$ cat config.mk
export PLATFORM = sky130hd
export DESIGN_NAME = router_port_rx
export DESIGN_NICKNAME = d
export VERILOG_FILES = /design/src/rtl/router_port_rx.sv
export SDC_FILE = /design/constraint.sdc
export NUM_CORES = 1
export LEC_CHECK = 0
export CAP_MARGIN = 20
export CORE_AREA = 2 2 160 115
export CTS_CLUSTER_DIAMETER = 100
export DETAILED_ROUTE_END_ITERATION = 10
export DIE_AREA = 0 0 162 117
export GPL_ROUTABILITY_DRIVEN = 0
export GPL_TIMING_DRIVEN = 0
export PLACE_DENSITY = 0.84
export SETUP_SLACK_MARGIN = 0.1
export SLEW_MARGIN = 5
export SYNTH_ARGS = -nofsm -noshare
export SYNTH_HDL_FRONTEND = slang
export SYNTH_SLANG_ARGS = --single-unit
$ cat constraint.sdc
create_clock -name clock -period 5.3 [get_ports clock]
set_input_delay 1.06 -clock clock [delete_from_list [all_inputs] [get_ports clock]]
set_output_delay 1.06 -clock clock [all_outputs]
set_load 0.02 [all_outputs]
$ cat src/rtl/router_port_rx.sv
// router_port_rx: serial receiver for one router output port.
// Collects LSB-first payload bits into bytes, stages one byte so that the
// final byte of a packet can carry the last flag, and buffers {data, last, err}
// entries in a FIFO with registered head outputs on a valid/ready interface.
module router_port_rx #(
    parameter int DEPTH = 16
) (
    input  logic        clock,
    input  logic        reset_n,
    input  logic        frameo_n,
    input  logic        valido_n,
    input  logic        dout,
    output logic [7:0]  out_data,
    output logic        out_last,
    output logic        out_err,
    output logic        out_valid,
    input  logic        out_ready,
    output logic [15:0] pkt_cnt,
    output logic        overflow
);

    localparam int AW = $clog2(DEPTH);
    localparam logic [AW:0] FULL_COUNT = (AW + 1)'(DEPTH);

    typedef enum logic [1:0] {
        IDLE    = 2'd0,
        RECV    = 2'd1,
        DISCARD = 2'd2
    } state_t;

    // Mask keeping only the lowest n bits of a partial byte.
    function automatic logic [7:0] low_mask(input logic [2:0] n);
        low_mask = (8'd1 << n) - 8'd1;
    endfunction

    // Receive-side state
    state_t      state_r, state_nxt;
    logic        frameo_q_r;
    logic [2:0]  bitcnt_r, bitcnt_nxt;
    logic [7:0]  shift_r, shift_nxt;
    logic [7:0]  staged_r, staged_nxt;
    logic        staged_v_r, staged_v_nxt;
    logic        tail_pend_r, tail_pend_nxt;
    logic        tail_err_r, tail_err_nxt;
    logic        term_done_r, term_done_nxt;
    logic        frame_seen_r, frame_seen_nxt;
    logic [15:0] pkt_cnt_r;
    logic        overflow_r;

    // Helpers for the bit captured on this edge
    logic [7:0]  cap_shift_s;
    logic [2:0]  cap_cnt_s;
    logic [7:0]  eff_shift_s;
    logic [2:0]  eff_cnt_s;
    logic        byte_done_s;

    // Push request towards the FIFO
    logic        push_req_s;
    logic [9:0]  push_entry_s;
    logic        push_ok_s;
    logic        pkt_inc_s;
    logic        ovf_set_s;

    // FIFO
    logic [9:0]    mem_r [DEPTH];
    logic [AW-1:0] wr_ptr_r, rd_ptr_r, rd_nxt_s;
    logic [AW:0]   count_r, count_nxt_s;
    logic          fifo_full_s;
    logic          pop_s;
    logic [9:0]    head_nxt_s;
    logic [7:0]    out_data_r;
    logic          out_last_r, out_err_r, out_valid_r;

    assign fifo_full_s = (count_r == FULL_COUNT);
    assign pop_s       = out_valid_r & out_ready;
    assign push_ok_s   = push_req_s & ~fifo_full_s;
    assign cap_cnt_s   = bitcnt_r + 3'd1;
    assign byte_done_s = ~valido_n & (bitcnt_r == 3'd7);
    assign eff_shift_s = valido_n ? shift_r : cap_shift_s;
    assign eff_cnt_s   = valido_n ? bitcnt_r : cap_cnt_s;

    // Shift register image with the current dout written at the bit position.
    always_comb begin
        cap_shift_s = shift_r;
        cap_shift_s[bitcnt_r] = dout;
    end

    // Receive FSM next-state, staging and push-request logic.
    always_comb begin
        state_nxt      = state_r;
        bitcnt_nxt     = bitcnt_r;
        shift_nxt      = shift_r;
        staged_nxt     = staged_r;
        staged_v_nxt   = staged_v_r;
        tail_pend_nxt  = tail_pend_r;
        tail_err_nxt   = tail_err_r;
        term_done_nxt  = term_done_r;
        frame_seen_nxt = frame_seen_r;
        push_req_s     = 1'b0;
        push_entry_s   = 10'd0;
        pkt_inc_s      = 1'b0;
        ovf_set_s      = 1'b0;
        case (state_r)
            IDLE: begin
                if (!frameo_n && frameo_q_r) begin
                    state_nxt     = RECV;
                    staged_v_nxt  = 1'b0;
                    tail_pend_nxt = 1'b0;
                    tail_err_nxt  = 1'b0;
                    if (!valido_n) begin
                        shift_nxt  = {7'd0, dout};
                        bitcnt_nxt = 3'd1;
                    end else begin
                        shift_nxt  = 8'd0;
                        bitcnt_nxt = 3'd0;
                    end
                end else begin
                    state_nxt = IDLE;
                end
            end
            RECV: begin
                if (tail_pend_r) begin
                    // Second push of a two-push packet end; inputs are ignored.
                    push_req_s    = 1'b1;
                    push_entry_s  = {staged_r, 1'b1, tail_err_r};
                    pkt_inc_s     = ~tail_err_r;
                    tail_pend_nxt = 1'b0;
                    staged_v_nxt  = 1'b0;
                    state_nxt     = IDLE;
                end else if (!frameo_n) begin
                    if (byte_done_s) begin
                        push_req_s   = staged_v_r;
                        push_entry_s = {staged_r, 1'b0, 1'b0};
                        staged_nxt   = cap_shift_s;
                        staged_v_nxt = 1'b1;
                        shift_nxt    = 8'd0;
                        bitcnt_nxt   = 3'd0;
                    end else begin
                        shift_nxt  = eff_shift_s;
                        bitcnt_nxt = eff_cnt_s;
                    end
                end else begin
                    // End of frame; a bit on this edge is already folded in.
                    shift_nxt  = 8'd0;
                    bitcnt_nxt = 3'd0;
                    if (byte_done_s || (eff_cnt_s != 3'd0)) begin
                        if (byte_done_s) begin
                            staged_nxt   = cap_shift_s;
                            tail_err_nxt = 1'b0;
                        end else begin
                            staged_nxt   = eff_shift_s & low_mask(eff_cnt_s);
                            tail_err_nxt = 1'b1;
                        end
                        if (staged_v_r) begin
                            push_req_s    = 1'b1;
                            push_entry_s  = {staged_r, 1'b0, 1'b0};
                            staged_v_nxt  = 1'b1;
                            tail_pend_nxt = 1'b1;
                            state_nxt     = RECV;
                        end else begin
                            push_req_s   = 1'b1;
                            push_entry_s = {staged_nxt, 1'b1, tail_err_nxt};
                            pkt_inc_s    = ~tail_err_nxt;
                            staged_v_nxt = 1'b0;
                            state_nxt    = IDLE;
                        end
                    end else begin
                        push_req_s   = staged_v_r;
                        push_entry_s = {staged_r, 1'b1, 1'b0};
                        pkt_inc_s    = staged_v_r;
                        staged_v_nxt = 1'b0;
                        state_nxt    = IDLE;
                    end
                end
            end
            DISCARD: begin
                push_req_s   = ~term_done_r;
                push_entry_s = {8'h00, 1'b1, 1'b1};
                if (!term_done_r && !fifo_full_s) begin
                    term_done_nxt = 1'b1;
                end else begin
                    term_done_nxt = term_done_r;
                end
                frame_seen_nxt = frame_seen_r | frameo_n;
                if (term_done_nxt && frame_seen_nxt) begin
                    state_nxt = IDLE;
                end else begin
                    state_nxt = DISCARD;
                end
            end
            default: begin
                state_nxt = IDLE;
            end
        endcase
        // A byte refused by a full FIFO is lost; drop the rest of the packet.
        if ((state_r == RECV) && push_req_s && fifo_full_s) begin
            ovf_set_s      = 1'b1;
            pkt_inc_s      = 1'b0;
            state_nxt      = DISCARD;
            staged_v_nxt   = 1'b0;
            tail_pend_nxt  = 1'b0;
            term_done_nxt  = 1'b0;
            frame_seen_nxt = 1'b0;
        end else begin
            ovf_set_s = 1'b0;
        end
    end

    // Receive-side registers, packet counter and sticky overflow flag.
    always_ff @(posedge clock) begin
        if (!reset_n) begin
            state_r      <= IDLE;
            frameo_q_r   <= 1'b1;
            bitcnt_r     <= 3'd0;
            shift_r      <= 8'd0;
            staged_r     <= 8'd0;
            staged_v_r   <= 1'b0;
            tail_pend_r  <= 1'b0;
            tail_err_r   <= 1'b0;
            term_done_r  <= 1'b0;
            frame_seen_r <= 1'b0;
            pkt_cnt_r    <= 16'd0;
            overflow_r   <= 1'b0;
        end else begin
            state_r      <= state_nxt;
            frameo_q_r   <= frameo_n;
            bitcnt_r     <= bitcnt_nxt;
            shift_r      <= shift_nxt;
            staged_r     <= staged_nxt;
            staged_v_r   <= staged_v_nxt;
            tail_pend_r  <= tail_pend_nxt;
            tail_err_r   <= tail_err_nxt;
            term_done_r  <= term_done_nxt;
            frame_seen_r <= frame_seen_nxt;
            pkt_cnt_r    <= pkt_cnt_r + (pkt_inc_s ? 16'd1 : 16'd0);
            overflow_r   <= overflow_r | ovf_set_s;
        end
    end

    // Head entry after this edge; a push lands at the head only when the FIFO drains to it.
    always_comb begin
        rd_nxt_s    = rd_ptr_r + (pop_s ? AW'(1) : AW'(0));
        count_nxt_s = count_r + (AW + 1)'(push_ok_s) - (AW + 1)'(pop_s);
        if (push_ok_s && (wr_ptr_r == rd_nxt_s)) begin
            head_nxt_s = push_entry_s;
        end else begin
            head_nxt_s = mem_r[rd_nxt_s];
        end
    end

    // FIFO storage write port.
    always_ff @(posedge clock) begin
        if (push_ok_s) begin
            mem_r[wr_ptr_r] <= push_entry_s;
        end
    end

    // FIFO pointers, occupancy and registered head outputs.
    always_ff @(posedge clock) begin
        if (!reset_n) begin
            wr_ptr_r    <= '0;
            rd_ptr_r    <= '0;
            count_r     <= '0;
            out_valid_r <= 1'b0;
            out_data_r  <= 8'd0;
            out_last_r  <= 1'b0;
            out_err_r   <= 1'b0;
        end else begin
            wr_ptr_r    <= wr_ptr_r + (push_ok_s ? AW'(1) : AW'(0));
            rd_ptr_r    <= rd_nxt_s;
            count_r     <= count_nxt_s;
            out_valid_r <= (count_nxt_s != '0);
            if (count_nxt_s != '0) begin
                {out_data_r, out_last_r, out_err_r} <= head_nxt_s;
            end
        end
    end

    assign out_data  = out_data_r;
    assign out_last  = out_last_r;
    assign out_err   = out_err_r;
    assign out_valid = out_valid_r;
    assign pkt_cnt   = pkt_cnt_r;
    assign overflow  = overflow_r;

endmodule

==> metrics.md <==
| Metric | Value |
|---|---|
| Inst Count DP | 1035 |
| Reg2reg start | bitcnt_r[1] |
| CP max stage delay | 0.60 ns |
| Later-pin clock latency in the skew report | 0.51 ns |
| Critical-path cell list | clkdlybuf4s50_1 -> nor4b_4 -> o21ai_2 -> and4_1 -> nor2_2 -> inv_2 -> ha_1 -> fa_1 -> a21oi_1 -> o21bai_1 -> xnor2_1 -> a31oi_1 -> clkbuf_1 -> nand2_1 -> o221ai_1 |
| Initial Util | 0.585 |
| Clk root buf | clkbuf_16 |
| Status | finished clean |
| Post-detail-place hpwl | 16.1 mm |
| Arr. time, crit path | 5.36 ns |
| Number of diodes | 0 |
| Average wire per standard cell | 22.5 um |
| Register bit total from synthesis | 228 |
| Fmax | 202 MHz |
| Slew of the pin with the lowest slew margin | 1.07 ns |
| Max-Cap Viols | 0 |
| Largest net degree at the start of global routing | 18 |
| Grt ovf | 0 |
| Io pins | 34 |
| Pre-antenna DRT Iters | 5 |
| GRT Overall Usage | 0.262 |
| Initial antenna violation count | 0 |
| Yosys cell types | 77 |
| Cell Pwr Density | 377 nW/um2 |
| Die width | 162 um |
| Crit path from | valido_n |
| TritonCTS Buffers | 22 |
| Port bufs | 33 |
| Cell Count, Final, Fillers Out | 1081 |
| Mapped Cells | 757 |
| Fin nets | 855 |
| Worst-case reg-to-reg path depth | 16 |
| CP max stage cell | clkdlybuf4s50_1 |
| Vias | 6833 |
| CP required | 5.72 ns |
| DRC viols | 0 |
| R2R setup slack | 0.40 ns |
| Die H | 117 um |
| Hold Path Class | flop to flop |
| Die Area | 19000 um2 |
| P_leak | 4.18 nW |
| Fraction of registers with async set/reset | 0 |
| Most common cell after layout, fill and taps aside | edfxtp_1 |
| Postcts setup bufs | 0 |
| Sequential area share after synthesis | 0.601 |
| Clock Skews | 0.0158 ns |
| Slew margin rel. | 0.282 |
| Crit start category | input port |
| Mapped Area | 10300 um2 |
| Buf/Inv on CP | 3 |
| Critical path depth | 15 |
| Routed wire length | 24.3 mm |
| CTS clk-pin slew, worst paths | 0.07 ns |
| Crit share post-route | 0.933 |
| Syn_nets | 783 |
| CTS tree | yes |
| CP Max Fanout | 10 |
| Worst Setup End Kind | flop |
| Main flop type after synthesis | edfxtp_1 |
| Top Family by Delay on Critical Path | simple AND/OR/NAND/NOR gates |
| Setup CP Type | input port to flop |
| Clock buffer depth | 3 |
| Drt initial violations | 773 |
| Core area | 17500 um2 |
| Total chip power | 4.45 mW |
| Clock period minus final worst setup slack | 4.95 ns |
| Clock Sinks | 228 |
| Most frequent cells in the layout | edfxtp_1 (160), dfxtp_1 (68), nor2_1 (62), mux4_2 (40), clkdlybuf4s50_1 (33) |
| Vias in the first global route | 6595 |
| Hold Vio Cnt, Final | 0 |
| # setup viols final | 0 |
| # hold bufs at CTS | 0 |
| Ys Warns | 0 |
| Reg-to-reg endpoint | out_last |
| Fill cell count | 1197 |
| ANT nets after route | 0 |
| First-pass GRT wire length | 37.6 mm |
| Worst vdd ir | 237 uV |
| Mean Syn Cell Area | 13.6 um2 |
| CTS H-tree lvls | 1 |
| Slew Viols, Final | 0 |
| Area Growth Syn to Fin | 15.0% |
| Layout cells sized above 1 | 0.169 |
| Number of cell rows | 41 |
| Post-synth EDFFs | 160 |
| RSZ-0062 raised after global routing | false |
| Vias per cell | 6.32 |
| Crit path capture | out_last |
-- how the worst min path moves through the flow --
| stage | startpoint | endpoint | slack [ns] | cells after the start |
|---|---|---|---|---|
| after detailed placement | overflow | overflow | 0.45 | 2 |
| final | overflow | overflow | 0.46 | 2 |
| after CTS | overflow | overflow | 0.46 | 2 |
| after global routing | frame_seen_r | frame_seen_r | 0.50 | 2 |
| after floorplan | frame_seen_r | frame_seen_r | 0.44 | 2 |
| after global placement | overflow | overflow | 0.44 | 2 |
-- Yosys cell counts (3+ instances only) --
cell type	count	area, um2
nor2_1	62	233
dfxtp_1	68	1360
nor4_1	4	25.0
nor3_1	13	65.1
mux2_2	8	90.1
o21ai_0	9	45.0
a21boi_0	3	22.5
nand3b_1	5	37.5
o22ai_1	5	31.3
o211ai_1	10	75.1
o31ai_1	6	45.0
and2_1	18	113
and3_1	3	18.8
inv_1	32	120
and4_1	4	35.0
mux4_2	40	901
a31oi_1	4	25.0
or3_1	4	25.0
a21oi_1	29	145
clkbuf_1	20	75.1
a211oi_1	3	22.5
nor2b_1	7	43.8
o221ai_1	5	43.8
nand3_1	23	115
mux2i_1	29	290
a22o_1	3	26.3
o21a_1	4	30.0
buf_2	15	75.1
o2111ai_1	5	43.8
a2bb2oi_1	4	35.0
nand4_1	9	56.3
nor3b_1	3	22.5
xnor2_1	10	87.6
nand2b_1	7	43.8
a21o_1	8	60.1
buf_4	6	45.0
ha_1	19	238
o211a_1	5	50.1
xor2_1	12	105
nand2_1	32	120
a22oi_1	4	30.0
edfxtp_1	160	4800
-- per-layer routing --
metal / vias up / part of all wire / GRT usage
met2: 383 / 0.45 / 0.396
li1: 3026 / - / -
met3: 47 / 0.10 / 0.0617
met1: 3377 / 0.43 / 0.383
met5: - / 0 / 0
met4: 0 / 0.020 / 0.0785
-- cells by family after synthesis --
group / Yosys count / share of synthesized area
DFF: 228 / 0.601
and+or+nand+nor: 207 / 0.106
AOI/OAI and AO/OA: 123 / 0.0872
buffers and inverters: 78 / 0.0334
muxes: 77 / 0.125
xor gates and xnor gates: 24 / 0.0226
adders and majority gates: 20 / 0.0251
-- worst min-delay path: stages (launching register included) --
cell	delay, ns
dfxtp_1	0.31
inv_1	0.05
a21oi_1	0.05
-- final cells by class --
type                       count  area, um2  share of cell area
timing repair buffer          48        447              0.0378
tap                          236        295              0.0250
clock inverter                11        140              0.0119
sequential                   228       6170               0.522
inverter                      35        131              0.0111
clock buffer                  29        608              0.0515
multi-input combinational    451       3810               0.322
buffer                        43        211              0.0179
-- repair_timing --
item	in CTS	in global routing
endpoints found under the setup margin	0	9
resized for setup	0	1
endpoints found under the hold margin	0	0
-- power breakdown --
| part | total (mW) | internal [mW] | switching (mW) |
|---|---|---|---|
| sequential | 1.98 | 1.94 | 0.0383 |
| combinational | 0.849 | 0.373 | 0.476 |
| clock | 1.63 | 0.958 | 0.667 |
-- sequential cells by signal, indices dropped and copies added, names as in the netlist, 2 cells and up --
register / flops
mem_r: 160
rd_ptr_r: 4
wr_ptr_r: 4
state_r: 2
bitcnt_r: 3
count_r: 5
shift_r: 8
staged_r: 8
pkt_cnt: 16
out_data: 8
-- metrics by stage --
step | instance area, um2 | utilization | setup TNS [ns] | hold WS, ns | worst slack [ns]
detailed placement | 11000 | 0.627 | -1.25 | 0.447 | -0.192
finish | 11800 | 0.673 | 0 | 0.457 | 0.355
global placement | 10900 | 0.621 | 0 | 0.439 | 0.0581
global route | 11800 | 0.673 | 0 | 0.501 | 0.137
CTS | 11700 | 0.670 | 0 | 0.457 | 0.313
floorplan | 10300 | - | 0 | 0.437 | 1.39
No activity file was read; power rests on OpenSTA's default activity.
